### src/rtl/matmul_job_queue.sv
// matmul_job_queue: bus front-end that queues matmul jobs for the systolic array, with status, done counter and scratchpad window.
// Define MATMUL_JOBQ_IRQ_EN to add the registered irq output and a read/write IRQ_MASK.
module matmul_job_queue #(
  parameter int ADDR_W = 32,
  parameter int DATA_W = 32,
  parameter int QDEPTH = 4
) (
  input  logic              clk,
  input  logic              rst,
  input  logic              AWVALID,
  input  logic [ADDR_W-1:0] AWADDR,
  output logic              AWREADY,
  input  logic              WDVALID,
  input  logic [DATA_W-1:0] WDATA,
  output logic              WDREADY,
  input  logic              ARVALID,
  input  logic [ADDR_W-1:0] ARADDR,
  output logic              ARREADY,
  input  logic              RDREADY,
  output logic              RDVALID,
  output logic [DATA_W-1:0] RDATA,
  output logic              sc_read_en,
  output logic              sc_write_en,
  output logic [ADDR_W-1:0] sc_addr,
  output logic [DATA_W-1:0] sc_data_in,
  input  logic [DATA_W-1:0] sc_data_out,
  input  logic              sc_ready,
  output logic              start_matmul,
  output logic [ADDR_W-1:0] input_addr,
  output logic [ADDR_W-1:0] weight_addr,
  output logic [ADDR_W-1:0] output_addr,
`ifdef MATMUL_JOBQ_IRQ_EN
  output logic              irq,
`endif
  input  logic              matmul_done
);
  localparam int PW = $clog2(QDEPTH);
  localparam int CW = PW + 1;
  localparam int MSB = ADDR_W - 1;
  localparam logic [ADDR_W-2:0] OFF_X = 'h00, OFF_W = 'h04, OFF_Y = 'h08, OFF_DB = 'h0C;
  localparam logic [ADDR_W-2:0] OFF_ST = 'h10, OFF_DC = 'h14, OFF_IM = 'h18;
  typedef enum logic [1:0] {IDLE, ISSUE, RUN} state_t;
  state_t state_q, state_d;
  logic up_q, aw_v_q, w_v_q, ar_v_q, rd_v_q, sc_wr_q, sc_rd_q, ovf_q;
  logic [ADDR_W-1:0] aw_addr_q, ar_addr_q, sc_addr_q, x_q, w_q, y_q, in_q, wt_q, out_q;
  logic [DATA_W-1:0] w_data_q, sc_din_q, rdata_q, done_q, done_d, status, rd_reg;
  logic [PW-1:0] wp_q, rp_q;
  logic [CW-1:0] cnt_q, cnt_d;
  logic [3*ADDR_W-1:0] mem [QDEPTH];
  logic [ADDR_W-2:0] woff, roff;
  logic [1:0] mask_rd;
  logic wr_reg, wr_sc_pend, push, push_ok, pop, full, acc, done_clr, sc_wr_go, sc_rd_go, ar_hs;
  assign AWREADY = up_q & ~aw_v_q;
  assign WDREADY = up_q & ~w_v_q;
  assign ARREADY = up_q & ~ar_v_q;
  assign RDVALID = rd_v_q;
  assign RDATA = rdata_q;
  assign sc_write_en = sc_wr_q;
  assign sc_read_en = sc_rd_q;
  assign sc_addr = sc_addr_q;
  assign sc_data_in = sc_din_q;
  assign start_matmul = state_q == ISSUE;
  assign input_addr = in_q;
  assign weight_addr = wt_q;
  assign output_addr = out_q;
  always_comb begin
    woff = aw_addr_q[MSB-1:0];
    roff = ARADDR[MSB-1:0];
    wr_reg = aw_v_q & w_v_q & ~aw_addr_q[MSB];
    wr_sc_pend = aw_v_q & w_v_q & aw_addr_q[MSB];
    full = cnt_q == CW'(QDEPTH);
    push = wr_reg & (woff == OFF_DB);
    push_ok = push & ~full;
    pop = state_q == ISSUE;
    acc = matmul_done & (state_q == RUN);
    done_clr = wr_reg & (woff == OFF_DC);
    cnt_d = cnt_q + CW'(push_ok) - CW'(pop);
    done_d = done_clr ? DATA_W'(acc) : done_q + DATA_W'(acc);
    sc_wr_go = wr_sc_pend & ~sc_wr_q & ~sc_rd_q;
    sc_rd_go = ar_v_q & ar_addr_q[MSB] & ~rd_v_q & ~sc_rd_q & ~sc_wr_q & ~wr_sc_pend;
    ar_hs = ARVALID & ARREADY;
    status = '0;
    status[8:0] = 9'(cnt_q);
    status[9] = full;
    status[10] = state_q != IDLE;
    status[11] = ovf_q;
    rd_reg = roff == OFF_X ? DATA_W'(x_q) : roff == OFF_W ? DATA_W'(w_q) :
             roff == OFF_Y ? DATA_W'(y_q) : roff == OFF_ST ? status :
             roff == OFF_DC ? done_q : roff == OFF_IM ? DATA_W'(mask_rd) : '0;
  end
  always_comb begin
    state_d = state_q;
    if (state_q == IDLE && cnt_q != '0) state_d = ISSUE;
    if (state_q == ISSUE) state_d = RUN;
    if (acc) state_d = IDLE;
  end
  always_ff @(posedge clk or posedge rst)
    if (rst) state_q <= IDLE;
    else state_q <= state_d;
  always_ff @(posedge clk)
    if (push_ok) mem[wp_q] <= {x_q, w_q, y_q};
  always_ff @(posedge clk or posedge rst)
    if (rst) begin
      {up_q, aw_v_q, w_v_q, ar_v_q, rd_v_q, sc_wr_q, sc_rd_q, ovf_q} <= '0;
      {aw_addr_q, ar_addr_q, sc_addr_q, x_q, w_q, y_q, in_q, wt_q, out_q} <= '0;
      {w_data_q, sc_din_q, rdata_q, done_q} <= '0;
      {wp_q, rp_q, cnt_q} <= '0;
    end else begin
      up_q <= 1'b1;
      if (AWVALID && AWREADY) begin
        aw_v_q <= 1'b1;
        aw_addr_q <= AWADDR;
      end
      if (WDVALID && WDREADY) begin
        w_v_q <= 1'b1;
        w_data_q <= WDATA;
      end
      if (wr_reg || (sc_wr_q && sc_ready)) begin
        aw_v_q <= 1'b0;
        w_v_q <= 1'b0;
      end
      if (wr_reg && woff == OFF_X) x_q <= ADDR_W'(w_data_q);
      if (wr_reg && woff == OFF_W) w_q <= ADDR_W'(w_data_q);
      if (wr_reg && woff == OFF_Y) y_q <= ADDR_W'(w_data_q);
      if (wr_reg && woff == OFF_ST && w_data_q[11]) ovf_q <= 1'b0;
      // a doorbell on a full queue is dropped even when a pop happens this cycle
      if (push && full) ovf_q <= 1'b1;
      if (push_ok) wp_q <= wp_q + PW'(1);
      if (pop) rp_q <= rp_q + PW'(1);
      cnt_q <= cnt_d;
      done_q <= done_d;
      if (state_q == IDLE && state_d == ISSUE) {in_q, wt_q, out_q} <= mem[rp_q];
      if (sc_wr_go) begin
        sc_wr_q <= 1'b1;
        sc_addr_q <= {1'b0, aw_addr_q[MSB-1:0]};
        sc_din_q <= w_data_q;
      end else if (sc_wr_q && sc_ready) sc_wr_q <= 1'b0;
      if (sc_rd_go) begin
        sc_rd_q <= 1'b1;
        sc_addr_q <= {1'b0, ar_addr_q[MSB-1:0]};
      end else if (sc_rd_q && sc_ready) begin
        sc_rd_q <= 1'b0;
        rd_v_q <= 1'b1;
        rdata_q <= sc_data_out;
      end
      // register reads are answered straight from the handshake for one-cycle latency
      if (ar_hs) begin
        ar_v_q <= 1'b1;
        ar_addr_q <= ARADDR;
        if (!ARADDR[MSB]) begin
          rd_v_q <= 1'b1;
          rdata_q <= rd_reg;
        end
      end else if (rd_v_q && RDREADY) begin
        rd_v_q <= 1'b0;
        ar_v_q <= 1'b0;
      end
    end
`ifdef MATMUL_JOBQ_IRQ_EN
  logic [1:0] mask_q;
  logic irq_q;
  always_ff @(posedge clk or posedge rst)
    if (rst) begin
      mask_q <= '0;
      irq_q <= 1'b0;
    end else begin
      if (wr_reg && woff == OFF_IM) mask_q <= w_data_q[1:0];
      irq_q <= (mask_q[0] & (done_q != '0)) | (mask_q[1] & ovf_q);
    end
  assign irq = irq_q;
  assign mask_rd = mask_q;
`else
  assign mask_rd = 2'b00;
`endif
endmodule

### config.mk
export PLATFORM = sky130hd
export DESIGN_NAME = matmul_job_queue
export DESIGN_NICKNAME = d
export VERILOG_FILES = /design/src/rtl/matmul_job_queue.sv
export SDC_FILE = /design/constraint.sdc
export NUM_CORES = 1
export LEC_CHECK = 0
export ABC_CLOCK_PERIOD_IN_PS = 42200
export CAP_MARGIN = 15
export CORE_UTILIZATION = 50
export DETAILED_ROUTE_END_ITERATION = 8
export DONT_BUFFER_PORTS = 1
export GPL_TIMING_DRIVEN = 0
export RECOVER_POWER = 25
export SYNTH_ARGS = -nofsm -noshare
export SYNTH_HDL_FRONTEND = slang
export SYNTH_SLANG_ARGS = --single-unit
### constraint.sdc
create_clock -name clk -period 42.2 [get_ports clk]
set_input_delay 6.33 -clock clk [delete_from_list [all_inputs] [get_ports clk]]
set_output_delay 6.33 -clock clk [all_outputs]
set_load 0.005 [all_outputs]
-- Word level (Yosys, flattened, before mapping)
Memories as Yosys holds them, arrays and structs flattened. A register that Yosys moved wholly into a read port is not among the register bits.
Index checks and enable logic that the tools add are counted.
- memory bits (writable): 384
- output and inout port bits: 199
- memories kept: 1
- register bits after elaboration: 337
- eq/ne operators: 13
- reduce and logical (&&, ||, !) cells: 26
- add/subtract/negate cells: 5
- muxes and demuxes: 34
- bitwise logic cells: 27
- memories (memory ; depth ; width ; rd ports ; clocked after memory_dff ; wr ports ; RTL line ; source):
    mem ; 4 ; 96 ; 1 ; 1 ; 1 ; 49 ; logic [3*ADDR_W-1:0] mem [QDEPTH];
- operators by type and width (cell ; count):
    2-to-1 mux 32 bit ; 12
    == test 31 x 5 -> 1 bit (second input constant) ; 4
    == test 31 x 4 -> 1 bit (second input constant) ; 3
    == test 31 x 3 -> 1 bit (second input constant) ; 2
    logical NOT 31 bit ; 2
    adder 32 x 1 -> 32 bit ; 1
    2-to-1 mux 1 bit ; 19
    AND 1 bit ; 18
    nonzero test 2 bit ; 8
    logical AND 1 bit ; 13
    NOT 1 bit ; 9
    2-to-1 mux 2 bit ; 3
    adder 2 x 1 -> 2 bit (second input constant) ; 2
    == test 2 x 1 -> 1 bit (second input constant) ; 2
    adder 3 x 1 -> 3 bit ; 1
    == test 3 bit (second input constant) ; 1
    nonzero test 3 bit ; 1
    subtractor 3 x 1 -> 3 bit ; 1
    == test 2 bit (second input constant) ; 1
    logical NOT 2 bit ; 1
    logical OR 1 bit ; 1

-- Longest topological paths before layout
- depth after elaboration: 8
- depth in mapped cells: 11
- mapped depth without buffers: 11

-- Worst setup path after synthesis
Ideal clock, no wire load.
- path type: input port to flip-flop
- start: input ARADDR[3]
- end: register rdata_q[12], in the netlist RDATA[12]
- stages: 6
- library setup time: 0.095 ns
- required time: 42.105 ns
- slack: 34.190 ns
- arrival: 7.914 ns
- buffers on the path: 2
- path through: clkbuf_1 -> or4b_2 -> nor2_1 -> buf_2 -> a22oi_1 -> o31ai_1
- longest elaborated chain between the ends: 8
- elaborated cells between the ends (all ways): 12
- those cells by class: 4 x eq/ne; 7 x mux; 1 x reduce/logical
- RTL lines (element ; RTL line ; source):
    from (decl) ; 17 ; input logic [ADDR_W-1:0] ARADDR,
    == test 31 x 5 -> 1 bit ; 89 ; roff == OFF_DC ? done_q : roff == OFF_IM ? DATA_W'(mask_rd) : '0;
    2-to-1 mux 32 bit ; 89 ;
    2-to-1 mux 32 bit (2 in a row) ; 88 ; roff == OFF_Y ? DATA_W'(y_q) : roff == OFF_ST ? status :
    2-to-1 mux 32 bit ; 87 ; rd_reg = roff == OFF_X ? DATA_W'(x_q) : roff == OFF_W ? DATA_W'(w_q) :
    2-to-1 mux 32 bit * ; 87 ;
    2-to-1 mux 32 bit * ; 150 ; if (!ARADDR[MSB]) begin
    2-to-1 mux 32 bit * ; 147 ; if (ar_hs) begin
    to (signal assigned) ; 144 ; rdata_q <= sc_data_out;
    to (signal assigned) ; 152 ; rdata_q <= rd_reg;
    to (decl) ; 46 ; logic [DATA_W-1:0] w_data_q, sc_din_q, rdata_q, done_q, done_d, status, rd_reg;
Mark *: on every way between the ends. The rest lies on a longest branch, timed or not.
A chain may end at the register's enable or synchronous reset.

-- Final worst setup path
- start: input ARADDR[3]
- end: register rdata_q[18], in the netlist RDATA[18]
The elaborated chain is that of the path after synthesis.

==> results.yml <==
clock_tree:
  cts_htree_levels: 3
  cts_made_buffers: 86
  clockBufferDepth: 3
  cts.sinks: 816
  clock_latency_ns: 0.64
  cts_tree: "done"
  clk_pin_slew_ns: 0.06
  cts_resized: 0
  post_cts_buffers: 0
  ctsRootBufferMaster: "clkbuf_16"
  cts_hold_buf: 0
synth:
  syn_nets: 2154
  synth_edf_count: 384
  synth_async_sr_flop_share: 0.5294
  synth_ff_type: "dfrtp_1"
  synthMostInstantiatedCell: "dfrtp_1"
  ys.warnings.count: 0
  synthTopCellsByCount: "432 x dfrtp_1, 384 x edfxtp_1, 288 x mux2_2"
  ys_ff_latch: 816
  synth_top_area_share: 0.3552
  synth_top_area_cell: "edfxtp_1"
  syn-instance-count: 2009
  synth.area.top_cells: "edfxtp_1 36%, dfrtp_1 33%, mux2_2 10%"
  synth_area_um2: 32460
  synth_cell_type_count: 67
  ys_seq_area_frac: 0.6882
  syn_avg_cell_area_um2: 16.16
power:
  p_leak_nw: 13.71
  p_total_mw: 2.365
  ir_drop_uv: 43.73
  power_density_nw_per_um2: 64.53
timing:
  setup_tns_ns: 0
  setup_violations: 0
  max_freq_mhz: 115.4
  rsz0062_at_grt: "false"
  hold_violations: 0
  relSlewSlack: -0.1425
  skew_ns: 0.03242
  tightest_slew_ns: 1.699
  post-route-period-util: 0.2054
  period_needed_ns: 8.668
  slew_violations: 5
routing:
  drc: 0
  drt_iter0_markers: 1422
  wl_per_cell_um: 28.07
  firstDrtPassIters: 7
  dr_total_vias: 18100
  wl_um: 85210
  viasPerCell: 5.962
  ant_nets: 0
setup_path:
  start_kind: "input port"
  crit_type: "input port to flip-flop"
  end_kind: "flip-flop"
  critPathMaxFanout: 10
  arrival_ns: 9.15
  worstPathRequired_ns: 42.68
  r2r_slack_ns: 37.79
global_route:
  grt_pass1_vias: 18440
  overflow: 0
  grt_usage: 0.2607
  grt_antenna_before_repair: 14
  grt_first_pass_wirelength_um: 124900
  grt_max_degree: 124
placed_design:
  port_buffers: 0
  hpwlAfterDp_um: 59060
  gp_congestion: 0.8724
  dp.cells: 2874
final_layout:
  layout-drive-gt1-share: 0.2626
  nNetsFinal: 2252
  area_growth_pct: 12.87
  stdcell_count: 3036
floorplan:
  die_w_um: 256.8
  std_cell_rows: 93
  ios: 335
  core-area_um2: 64350
  die_height_um: 256.8
  start_util: 0.5045
  dieArea_um2: 65950
run:
  max-cap-violations: 1
hold_path:
  hold_class: "flip-flop to flip-flop"
status:
  violations: "max-capacitance violations, max-slew violations"
  outcome: "finished, violations left"
through the flow:
stage	setup slack (ns)	util	hold slack, ns	instance area (um2)
2_1_floorplan	23.84	-	0.4564	32460
3_3_place_gp	18.83	0.5211	0.4696	33530
3_5_place_dp	32.97	0.5255	0.4737	33820
4_1_cts	33.63	0.5699	0.4878	36670
5_1_grt	33.49	0.5694	0.5141	36640
6_report	33.53	0.5694	0.4826	36640
sequential cells by signal, summed over array words and instances (netlist names), 2 cells and up:
register,flops
RDATA,32
ar_addr_q,32
aw_addr_q,32
cnt_q,3
done_q,32
input_addr,32
mem,384
output_addr,32
rp_q,2
sc_addr,31
sc_data_in,32
state_q,2
w_data_q,32
w_q,32
weight_addr,32
wp_q,2
x_q,32
y_q,32
layout by cell type (no fill, tap or decap), drive strengths merged, types with 27 or more instances in the layout:
cell type  instances
dfrtp            432
edfxtp           384
mux2             321
nand2            218
clkbuf           200
mux4              96
a22oi             58
buf               46
nor2              45
inv               36
o31ai             27
a21oi             27
worst paths after layout:
path,start,end,cells after the start
worst max-delay path,ARADDR[3],RDATA[18]$_DFF_PP0_,6
worst min-delay path,ar_addr_q[26]$_DFFE_PP0P_,sc_addr[26]$_DFFE_PP0P_,2
worst max register to register,cnt_q[1]$_DFF_PP0_,weight_addr[4]$_DFFE_PP0P_,5
worst min register to register,ar_addr_q[26]$_DFFE_PP0P_,sc_addr[26]$_DFFE_PP0P_,2
max in group asynchronous,rst,weight_addr[5]$_DFFE_PP0P_,3
min in group asynchronous,rst,w_data_q[26]$_DFFE_PP0P_,1
layer usage:
| metal | wire length (um) | vias up | track usage | share of wire |
|---|---|---|---|---|
| met5 | 91 | - | 0 | 0.0011 |
| met4 | 2434 | 14 | 0.09243 | 0.029 |
| met3 | 5883 | 134 | 0.06218 | 0.069 |
| met2 | 42080 | 587 | 0.4264 | 0.49 |
| met1 | 34720 | 9567 | 0.3413 | 0.41 |
| li1 | - | 7798 | - | - |
layout make-up:
type                       instances  area (um2)
timing repair buffer              10       239.0
inverter                          34       135.1
tap                              855        1070
buffer                           109       450.4
clock buffer                     127        2462
clock inverter                    32       390.4
sequential                       816       22340
multi-input combinational       1050        9547
antenna                            3       7.507
fill                            5082       27710
critical path: stages:
cell	delay, ns
clkbuf_1	0.34
or4b_2	0.81
nor2_1	0.68
buf_2	0.42
a22oi_1	0.15
o31ai_1	0.40
where the power goes:
part           switching, mW  internal, mW
combinational          0.240         0.247
clock                  0.308         0.459
sequential             0.145         0.966
total                  0.692          1.67
cell families (layout without fill, tap and decap cells):
logic type                 count (synthesis)  in the layout  share of synthesized area
DFF                                      816            816                     0.6882
other                                      2              5                  0.0002313
buffers and inverters                    143            312                    0.01788
AOI/OAI and AO/OA                        182            182                    0.03997
muxes                                    422            422                     0.1829
xor gates and xnor gates                  19             19                   0.005126
adders and majority gates                  9              9                   0.003700
and+or+nand+nor                          416            416                    0.06197
Power figures use the tool's default switching activity.
